<file path="src/rtl/fetch_mem_arbiter_if.sv">
// Request/response bundle between the fetch and load stages, the arbiter,
// and the byte-wide synchronous-read memory.
interface fetch_mem_arbiter_if #(
  parameter int ADDRESS_WIDTH = 16,
  parameter int DATA_WIDTH    = 32
);
  logic                     if_req;
  logic [31:0]              if_addr;
  logic                     if_ready;
  logic                     if_valid;
  logic [DATA_WIDTH-1:0]    if_rdata;

  logic                     ls_req;
  logic [31:0]              ls_addr;
  logic                     ls_ready;
  logic                     ls_valid;
  logic [DATA_WIDTH-1:0]    ls_rdata;

  logic                     mem_re;
  logic [ADDRESS_WIDTH-1:0] mem_addr;
  logic [7:0]               mem_rdata;

  // Arbiter side
  modport slave (
    input  if_req, if_addr, ls_req, ls_addr, mem_rdata,
    output if_ready, if_valid, if_rdata,
    output ls_ready, ls_valid, ls_rdata,
    output mem_re, mem_addr
  );

  // Requester/memory side
  modport master (
    output if_req, if_addr, ls_req, ls_addr, mem_rdata,
    input  if_ready, if_valid, if_rdata,
    input  ls_ready, ls_valid, ls_rdata,
    input  mem_re, mem_addr
  );
endinterface

</file>
<file path="src/rtl/fetch_mem_arbiter.sv">
// Round-robin arbiter sharing one byte-wide synchronous-read memory between
// instruction fetch and load unit; each request becomes four byte reads.
module fetch_mem_arbiter #(
  parameter int ADDRESS_WIDTH = 16,
  parameter int DATA_WIDTH    = 32
) (
  input logic                 clk,
  input logic                 rst_n,
  fetch_mem_arbiter_if.slave  bus
);

  typedef enum logic [1:0] {IDLE, ISSUE, LAST, RESP} state_e;
  typedef enum logic {OWN_IF, OWN_LS} owner_e;

  state_e                   state_q, state_d;
  logic [1:0]               cnt_q, cnt_d;
  logic [ADDRESS_WIDTH-1:0] base_q, base_d;
  owner_e                   owner_q, owner_d;
  owner_e                   last_grant_q, last_grant_d;
  logic [2:0][7:0]          lane_q, lane_d;
  logic                     mem_re_q, mem_re_d;
  logic [ADDRESS_WIDTH-1:0] mem_addr_q, mem_addr_d;
  logic                     if_valid_q, if_valid_d;
  logic                     ls_valid_q, ls_valid_d;
  logic [DATA_WIDTH-1:0]    if_rdata_q, if_rdata_d;
  logic [DATA_WIDTH-1:0]    ls_rdata_q, ls_rdata_d;

  logic                     grant_if, grant_ls;
  logic [ADDRESS_WIDTH-1:0] grant_addr;
  logic [DATA_WIDTH-1:0]    word;

  // Upper address bits are intentionally ignored.
  logic unused_addr_bits;
  assign unused_addr_bits = ^{bus.if_addr[31:ADDRESS_WIDTH], bus.ls_addr[31:ADDRESS_WIDTH]};

  // State register
  always_ff @(posedge clk) begin
    if (!rst_n) begin
      state_q      <= IDLE;
      cnt_q        <= '0;
      base_q       <= '0;
      owner_q      <= OWN_IF;
      last_grant_q <= OWN_LS;
      lane_q       <= '0;
      mem_re_q     <= 1'b0;
      mem_addr_q   <= '0;
      if_valid_q   <= 1'b0;
      ls_valid_q   <= 1'b0;
      if_rdata_q   <= '0;
      ls_rdata_q   <= '0;
    end else begin
      state_q      <= state_d;
      cnt_q        <= cnt_d;
      base_q       <= base_d;
      owner_q      <= owner_d;
      last_grant_q <= last_grant_d;
      lane_q       <= lane_d;
      mem_re_q     <= mem_re_d;
      mem_addr_q   <= mem_addr_d;
      if_valid_q   <= if_valid_d;
      ls_valid_q   <= ls_valid_d;
      if_rdata_q   <= if_rdata_d;
      ls_rdata_q   <= ls_rdata_d;
    end
  end

  // Next-state logic
  always_comb begin
    state_d = state_q;
    unique case (state_q)
      IDLE:    if (grant_if || grant_ls) state_d = ISSUE;
      ISSUE:   if (cnt_q == 2'd3) state_d = LAST;
      LAST:    state_d = RESP;
      RESP:    state_d = IDLE;
      default: state_d = IDLE;
    endcase
  end

  // Grant: on a tie, the requester not served last wins.
  always_comb begin
    grant_if   = (state_q == IDLE) && bus.if_req &&
                 (!bus.ls_req || (last_grant_q == OWN_LS));
    grant_ls   = (state_q == IDLE) && bus.ls_req && !grant_if;
    grant_addr = grant_if ? bus.if_addr[ADDRESS_WIDTH-1:0]
                          : bus.ls_addr[ADDRESS_WIDTH-1:0];
    word       = {bus.mem_rdata, lane_q};
  end

  // Datapath; memory strobes are registered one cycle ahead so mem_re and
  // mem_addr come straight from flops.
  always_comb begin
    cnt_d        = cnt_q;
    base_d       = base_q;
    owner_d      = owner_q;
    last_grant_d = last_grant_q;
    lane_d       = lane_q;
    mem_re_d     = mem_re_q;
    mem_addr_d   = mem_addr_q;
    if_valid_d   = 1'b0;
    ls_valid_d   = 1'b0;
    if_rdata_d   = if_rdata_q;
    ls_rdata_d   = ls_rdata_q;
    unique case (state_q)
      IDLE: begin
        if (grant_if || grant_ls) begin
          base_d       = grant_addr;
          owner_d      = grant_if ? OWN_IF : OWN_LS;
          last_grant_d = grant_if ? OWN_IF : OWN_LS;
          cnt_d        = '0;
          mem_re_d     = 1'b1;
          mem_addr_d   = grant_addr;
        end
      end
      ISSUE: begin
        cnt_d = cnt_q + 2'd1;
        if (cnt_q != 2'd0) lane_d[cnt_q - 2'd1] = bus.mem_rdata;
        if (cnt_q != 2'd3) begin
          mem_re_d   = 1'b1;
          mem_addr_d = base_q + ADDRESS_WIDTH'(cnt_q) + ADDRESS_WIDTH'(1);
        end else begin
          mem_re_d   = 1'b0;
        end
      end
      LAST: begin
        if (owner_q == OWN_IF) begin
          if_rdata_d = word;
          if_valid_d = 1'b1;
        end else begin
          ls_rdata_d = word;
          ls_valid_d = 1'b1;
        end
      end
      RESP: ;
      default: ;
    endcase
  end

  // Outputs
  always_comb begin
    bus.if_ready = grant_if;
    bus.ls_ready = grant_ls;
    bus.if_valid = if_valid_q;
    bus.ls_valid = ls_valid_q;
    bus.if_rdata = if_rdata_q;
    bus.ls_rdata = ls_rdata_q;
    bus.mem_re   = mem_re_q;
    bus.mem_addr = mem_addr_q;
  end

endmodule

</file>
<file path="src/flat_wrapper.sv">
// flat-port wrapper written by rule: the top's interface ports become plain ports
module fetch_mem_arbiter_flat 
#(
  parameter int ADDRESS_WIDTH = 16,
  parameter int DATA_WIDTH    = 32
)
  (clk, rst_n, bus_if_req, bus_if_addr, bus_ls_req, bus_ls_addr, bus_mem_rdata, bus_if_ready, bus_if_valid, bus_if_rdata, bus_ls_ready, bus_ls_valid, bus_ls_rdata, bus_mem_re, bus_mem_addr);
  fetch_mem_arbiter_if #(.ADDRESS_WIDTH(ADDRESS_WIDTH), .DATA_WIDTH(DATA_WIDTH)) bus_i ();
  input logic clk;
  input logic rst_n;
  input wire logic [$bits(bus_i.if_req)-1:0] bus_if_req;
  input wire logic [$bits(bus_i.if_addr)-1:0] bus_if_addr;
  input wire logic [$bits(bus_i.ls_req)-1:0] bus_ls_req;
  input wire logic [$bits(bus_i.ls_addr)-1:0] bus_ls_addr;
  input wire logic [$bits(bus_i.mem_rdata)-1:0] bus_mem_rdata;
  output wire logic [$bits(bus_i.if_ready)-1:0] bus_if_ready;
  output wire logic [$bits(bus_i.if_valid)-1:0] bus_if_valid;
  output wire logic [$bits(bus_i.if_rdata)-1:0] bus_if_rdata;
  output wire logic [$bits(bus_i.ls_ready)-1:0] bus_ls_ready;
  output wire logic [$bits(bus_i.ls_valid)-1:0] bus_ls_valid;
  output wire logic [$bits(bus_i.ls_rdata)-1:0] bus_ls_rdata;
  output wire logic [$bits(bus_i.mem_re)-1:0] bus_mem_re;
  output wire logic [$bits(bus_i.mem_addr)-1:0] bus_mem_addr;
  assign bus_i.if_req = bus_if_req;
  assign bus_i.if_addr = bus_if_addr;
  assign bus_i.ls_req = bus_ls_req;
  assign bus_i.ls_addr = bus_ls_addr;
  assign bus_i.mem_rdata = bus_mem_rdata;
  assign bus_if_ready = bus_i.if_ready;
  assign bus_if_valid = bus_i.if_valid;
  assign bus_if_rdata = bus_i.if_rdata;
  assign bus_ls_ready = bus_i.ls_ready;
  assign bus_ls_valid = bus_i.ls_valid;
  assign bus_ls_rdata = bus_i.ls_rdata;
  assign bus_mem_re = bus_i.mem_re;
  assign bus_mem_addr = bus_i.mem_addr;
  fetch_mem_arbiter #(.ADDRESS_WIDTH(ADDRESS_WIDTH), .DATA_WIDTH(DATA_WIDTH)) u_core (.clk(clk), .rst_n(rst_n), .bus(bus_i));
endmodule
</file>
<file path="config.mk">
export PLATFORM = sky130hd
export DESIGN_NAME = fetch_mem_arbiter_flat
export DESIGN_NICKNAME = d
export VERILOG_FILES = /design/src/rtl/fetch_mem_arbiter_if.sv /design/src/rtl/fetch_mem_arbiter.sv /design/src/flat_wrapper.sv
export SDC_FILE = /design/constraint.sdc
export NUM_CORES = 1
export LEC_CHECK = 0
export ABC_AREA = 1
export BUFFER_PORTS_ARGS = -buffer_cell sky130_fd_sc_hd__buf_4
export CORE_MARGIN = 2
export CORE_UTILIZATION = 35
export CTS_BUF_LIST = sky130_fd_sc_hd__clkbuf_16
export DETAILED_ROUTE_END_ITERATION = 8
export PLACE_DENSITY = 0.68
export SLEW_MARGIN = 20
export SYNTH_ARGS = -nofsm -noshare
export SYNTH_HDL_FRONTEND = slang
export SYNTH_SLANG_ARGS = --single-unit
</file>
<file path="constraint.sdc">
create_clock -name clk -period 2.6 [get_ports clk]
set_input_delay 0.26 -clock clk [delete_from_list [all_inputs] [get_ports clk]]
set_output_delay 0.26 -clock clk [all_outputs]
set_load 0.03 [all_outputs]
</file>
# After elaboration in Yosys (flattened, before gate mapping)
# Cells that the tools add are included.
# Widths: inputs -> output; s select.
[op_classes]
addsub = 4
mul = 0
div = 0
order_cmp = 2
n_eq_ne = 8
shifts = 0
n_mux = 18
n_bitwise = 1
reduce_logical = 20
[ops]
columns = ["op", "count"]
rows = [
  ["$mux 16", 3],
  ["$pmux 16 s2", 1],
  ["$bwmux 24", 1],
  ["$add 16x1->16 const B", 1],
  ["$add 16x2->16", 1],
  ["$demux 8 s2", 1],
  ["$reduce_and 2->1", 7],
  ["$mux 8", 1],
  ["$pmux 2 s4", 1],
  ["$eq 2x2->1 const B", 3],
  ["$mux 2", 3],
  ["$ne 2x1->1 const B", 3],
  ["$logic_and 1x1->1", 5],
  ["$mux 1", 5],
  ["$pmux 2 s2", 1],
  ["$reduce_bool 2->1", 2],
  ["$lt 2x3->1 const B", 1],
  ["$reduce_and 3->1", 1],
  ["$add 2x1->2 const B", 1],
  ["$eq 2x1->1 const B", 1],
  ["$ge 2x1->1 const B", 1],
  ["$logic_not 1->1", 2],
  ["$logic_not 2->1", 1],
  ["$logic_or 1x1->1", 2],
  ["other kinds (4)", 4],
]
[totals]
register_bits = 129
latch_bits = 0
ram_bits = 0
rom_bits = 0
inputBits = 76
output_inout_bits = 85
mem_count = 0

# Depth between registers and ports, before layout
[depth]
ltp_word = 8
mapped_depth = 13
mapped_depth_nobuf = 12

# Least setup slack after synthesis
# Ideal clock, no wire load.
[synth_timing]
kind = "flip-flop to flip-flop"
start = "register u_core.cnt_q[0]"
end = "register u_core.mem_addr_q[4], in the netlist u_core.bus.mem_addr[4]"
setup_ns = 0.117
arrival_ns = 1.818
t_required_ns = 2.483
path_slack_ns = 0.665
path_stages_with_launch = 12
synth_period_minus_slack_ns = 1.935
path_cell_list = "dfxtp_1 > inv_1 > ha_1 > fa_1 > inv_1 > nand2_1 > nor2_1 > a21oi_1 > o21ai_0 > o21ai_0 > nor2_1 > nor2_1"
[synth_between]
elab_chain_len = 4
word_cells_on_any_way = 7
[synth_lines]
columns = ["element", "line_no", "text"]
rows = [
  ["start, declared", "fetch_mem_arbiter.sv:16", "logic [1:0] cnt_q, cnt_d;"],
  ["start signal, assigned", "fetch_mem_arbiter.sv:53", "cnt_q <= cnt_d;"],
  ["$add 16x2->16", "fetch_mem_arbiter.sv:119", "mem_addr_d = base_q + ADDRESS_WIDTH'(cnt_q) + ADDRESS_WIDTH'(1);"],
  ["$add 16x1->16", "fetch_mem_arbiter.sv:119", ""],
  ["$mux 16", "fetch_mem_arbiter.sv:117", "if (cnt_q != 2'd3) begin"],
  ["$pmux 16 s2", "fetch_mem_arbiter.sv:103", "unique case (state_q)"],
  ["end signal, assigned", "fetch_mem_arbiter.sv:59", "mem_addr_q <= mem_addr_d;"],
  ["end, declared", "fetch_mem_arbiter.sv:22", "logic [ADDRESS_WIDTH-1:0] mem_addr_q, mem_addr_d;"],
]
# Several ways; a longest one is shown, not always the timed one. The select of a mux whose other input is x is not followed.
# A chain may end at the register's enable or synchronous reset.

# Worst setup path after layout
[layout_timing]
start = "register u_core.state_q[0]"
end = "output port bus_ls_ready"
[layout_between]
elab_chain_len = 5
word_cells_on_any_way = 6
[layout_lines]
columns = ["element", "line_no", "text"]
rows = [
  ["start, declared", "fetch_mem_arbiter.sv:15", "state_e state_q, state_d;"],
  ["start signal, assigned", "fetch_mem_arbiter.sv:52", "state_q <= state_d;"],
  ["$logic_not 2->1 *", "fetch_mem_arbiter.sv:81, fetch_mem_arbiter.sv:83", ""],
  ["$logic_and 1x1->1 (2 in a row)", "fetch_mem_arbiter.sv:81", "grant_if = (state_q == IDLE) && bus.if_req &&"],
  ["$logic_not 1->1", "fetch_mem_arbiter.sv:83", "grant_ls = (state_q == IDLE) && bus.ls_req && !grant_if;"],
  ["$logic_and 1x1->1 *", "fetch_mem_arbiter.sv:83", ""],
  ["end, declared", "flat_wrapper.sv:19", "output wire logic [$bits(bus_i.ls_ready)-1:0] bus_ls_ready;"],
]
# Mark *: on every way between the ends. The rest lies on a longest branch, timed or not.

==> impl_metrics.tcl <==
set metrics [dict create \
    status "finished clean" \
    grt_overflow 0 \
    dr.max_layer_used "met4" \
    r2r_end "u_core.bus.mem_addr[10]" \
    dr_wl_met3_um 762 \
    drive_gt1_frac 0.2171 \
    fillerInstances 1531 \
    fin_skew_ps 19.32 \
    cts_max_path_buffers 2 \
    root_buffer "clkbuf_16" \
    synth_cell_types 33 \
    r2r_cells 10 \
    initial_core_util 0.3546 \
    r2r_start "u_core.cnt_q[0]" \
    clkPwrFrac 0.307 \
    final.min_clock_period_ps 2383 \
    p_sw_w 0.003032 \
    internal-power_w 0.004885 \
    layout_setup_ws_ps 217.3 \
    cpPeakStageDelay_ps 330 \
    globalplace.congestion 0.8102 \
    syn_area_per_cell_sq_um 7.634 \
    slew_headroom 0.6222 \
    route.detailed.drc 0 \
    finalHoldViolations 0 \
    arrival_ps 2120 \
    startpoint_type "flop" \
    vias 4886 \
    fp.dieW_um 127.7 \
    holdPathStages 3 \
    hp-class "input pin to flop" \
    die_area_sq_um 16290 \
    cts_made_buffers 17 \
    holdCritStartpoint "bus_mem_rdata[0]" \
    syn-num-nets 789 \
    tightest_slew_ps 566.1 \
    rows 45 \
    final_cell_mix "buf_4 (136), dfxtp_1 (129), o21ai_0 (111), nand2_1 (101), inv_1 (90)" \
    grt_max_degree 57 \
    dp.cells 985 \
    cts_resized 0 \
    wl_met2_um 6467 \
    comb_power_share 0.355 \
    grt_pass1_vias 4267 \
    grt_setup_unrepaired "no" \
    design_area_sq_um 7028 \
    maxCapViolCount 0 \
    die_h_um 127.7 \
    setup_viol 0 \
    fin_cells 1017 \
    cp_cell_sequence "inv_1, ha_1, nand2_1, inv_2, nand2_4, inv_1, nor2_1, buf_4" \
    drtAntennaViolNets 0 \
    cpMostUsedCell "inv_1" \
    firstDrtPassIters 4 \
    hold_path_end "u_core.bus.ls_rdata[24]" \
    p_leak_nw 3.215 \
    cts_tree "built" \
    fin_crit_sh 0.9164 \
    swShare 0.3830 \
    hpwl_um 9299 \
    nets 904 \
    synth_edf_count 0 \
    criticalPathCategory "flop to output pin" \
    core_area_sq_um 15090 \
    worst-path-buf-inv 4 \
    yosysWarnings 0 \
    pin_count 161 \
    synth_top_area_cell "dfxtp_1" \
    synthFlopType "dfxtp_1" \
    max_freq_mhz 419.7 \
    htree_levels 4 \
    ir_drop_mv 0.4805 \
    final.setup.tns_ps 0 \
    syn2layout_area_growth_pct 31.33 \
    p_per_area_nw_per_um2 1126 \
    synth_area_sq_um 5351 \
    cp.required_ps 2340 \
    dp_slack_ps 388.6 \
    n_antenna_cell 0 \
    regArea_sq_um 2582 \
    grt_pass1_wl_um 22130 \
    synthTopCellsByArea "dfxtp_1 (48%), o21ai_0 (10%), a21oi_1 (7.9%)" \
    worst_path_dominant_cell_family "buffers and inverters" \
    wl_per_cell_um 13.45 \
    ys_ff_latch 129 \
    antenna_found_initial 0 \
    cp-end-kind "output pin" \
    ys_seq_area_frac 0.4826 \
    first_iter_violations 285 \
    drv_slew 0 \
    ys_async_sr_fraction 0 \
    insertion_delay_ps 420 \
    hold_buffers 0 \
    synth_top_area_frac 0.4826 \
    synthCells 701 \
    vias_per_cell 4.804 \
    seq_power_share 0.338 \
    io_buffers 128 \
    numClockSinks 129 \
    cpMaxStageDelayCell "dfxtp_1" \
    postCtsSetupBuffers 0 \
    wl_met1_um 6351 \
    drt-total-wl_um 13680 \
    multi_input_area_sq_um 2228 \
    track_usage 0.1728 \
    dpl-instance-area_sq_um 6416 \
    path_max_fanout 14 \
    clk_pin_slew_ps 60 \
    layout_commonest_cell "buf_4" \
    r2r_slack_ps 390 \
]
-- tightest hold or removal path, stage by stage --
cell and delay, ps:
buf_4 120, o21ai_0 80, nor2_1 80
-- stage by stage --
step / power, W / hold WS, ps / utilization
after floorplan: 0.004623 / 426.7 / -
after global placement: 0.005515 / 457.7 / 0.4252
after detailed placement: 0.005547 / 459.3 / 0.4252
after CTS: 0.008008 / 145.8 / 0.4658
after global routing: 0.008425 / 147.9 / 0.4658
final: 0.007917 / 154.1 / 0.4658
-- how the worst max path moves through the flow --
stage | start | cells after the start | slack, ps | end
2_1_floorplan | u_core.cnt_q[0] | 11 | 660 | u_core.bus.mem_addr[4]
3_3_place_gp | u_core.cnt_q[0] | 10 | 410 | u_core.bus.mem_addr[10]
3_5_place_dp | u_core.cnt_q[0] | 11 | 390 | u_core.bus.mem_addr[6]
4_1_cts | u_core.state_q[0] | 8 | 150 | bus_ls_ready
5_1_grt | u_core.state_q[0] | 8 | 20 | bus_ls_ready
6_report | u_core.state_q[0] | 8 | 220 | bus_ls_ready
-- final cells by class --
class / count / area share
clock buffers: 17 / 0.06053
multi-input cells: 439 / 0.3171
well taps: 188 / 0.03347
inverters: 93 / 0.04967
clock inverters: 15 / 0.02653
flip-flops and latches: 129 / 0.3675
repair buffers: 136 / 0.1453
-- power by group through the flow --
| stage | registers (W) | logic [W] | clock network, W |
|---|---|---|---|
| after CTS | 0.00268 | 0.00285 | 0.00248 |
| after detailed placement | 0.00271 | 0.00284 | 0 |
| after global routing | 0.00274 | 0.00311 | 0.00258 |
| final | 0.00267 | 0.00281 | 0.00243 |
| after global placement | 0.00271 | 0.00280 | 0 |
| after floorplan | 0.00327 | 0.00135 | 0 |
-- Yosys cell counts, types with 2 or more instances --
cell type	instances
dfxtp_1	129
xor2_1	3
nor2_1	56
o21ai_0	111
nand3_1	25
o211ai_1	22
o21ai_1	4
nand4_1	3
inv_2	4
mux2i_1	2
a21oi_1	85
buf_4	3
inv_1	89
buf_6	2
nand2_1	101
ha_1	11
a31oi_1	2
clkbuf_1	22
buf_2	12
a211oi_1	2
-- metal layers --
metal / track usage / vias up
li1: - / 2533
met4: 0.05624 / 0
met2: 0.2771 / 135
met5: 0 / -
met3: 0.04424 / 6
met1: 0.2281 / 2212
-- state kept, by name, summed over array words and instances (netlist names) --
signal	cells
u_core.state_q	2
u_core.bus.mem_re	1
u_core.bus.ls_valid	1
u_core.last_grant_q	1
u_core.lane_q	24
u_core.cnt_q	2
u_core.bus.if_rdata	32
u_core.base_q	16
u_core.bus.mem_addr	16
u_core.owner_q	1
u_core.bus.ls_rdata	32
u_core.bus.if_valid	1
-- logic make-up (layout without fill, tap and decap cells) --
| logic type | Yosys count | in the layout | synth area share |
|---|---|---|---|
| simple gates | 193 | 193 | 0.1489 |
| fa+ha+maj | 12 | 12 | 0.02946 |
| buf+inv | 133 | 261 | 0.1010 |
| compound gates | 229 | 229 | 0.2294 |
| mux | 2 | 2 | 0.003741 |
| xor+xnor | 3 | 3 | 0.004911 |
| flops | 129 | 129 | 0.4826 |
No activity file was read; power rests on OpenSTA's default activity.
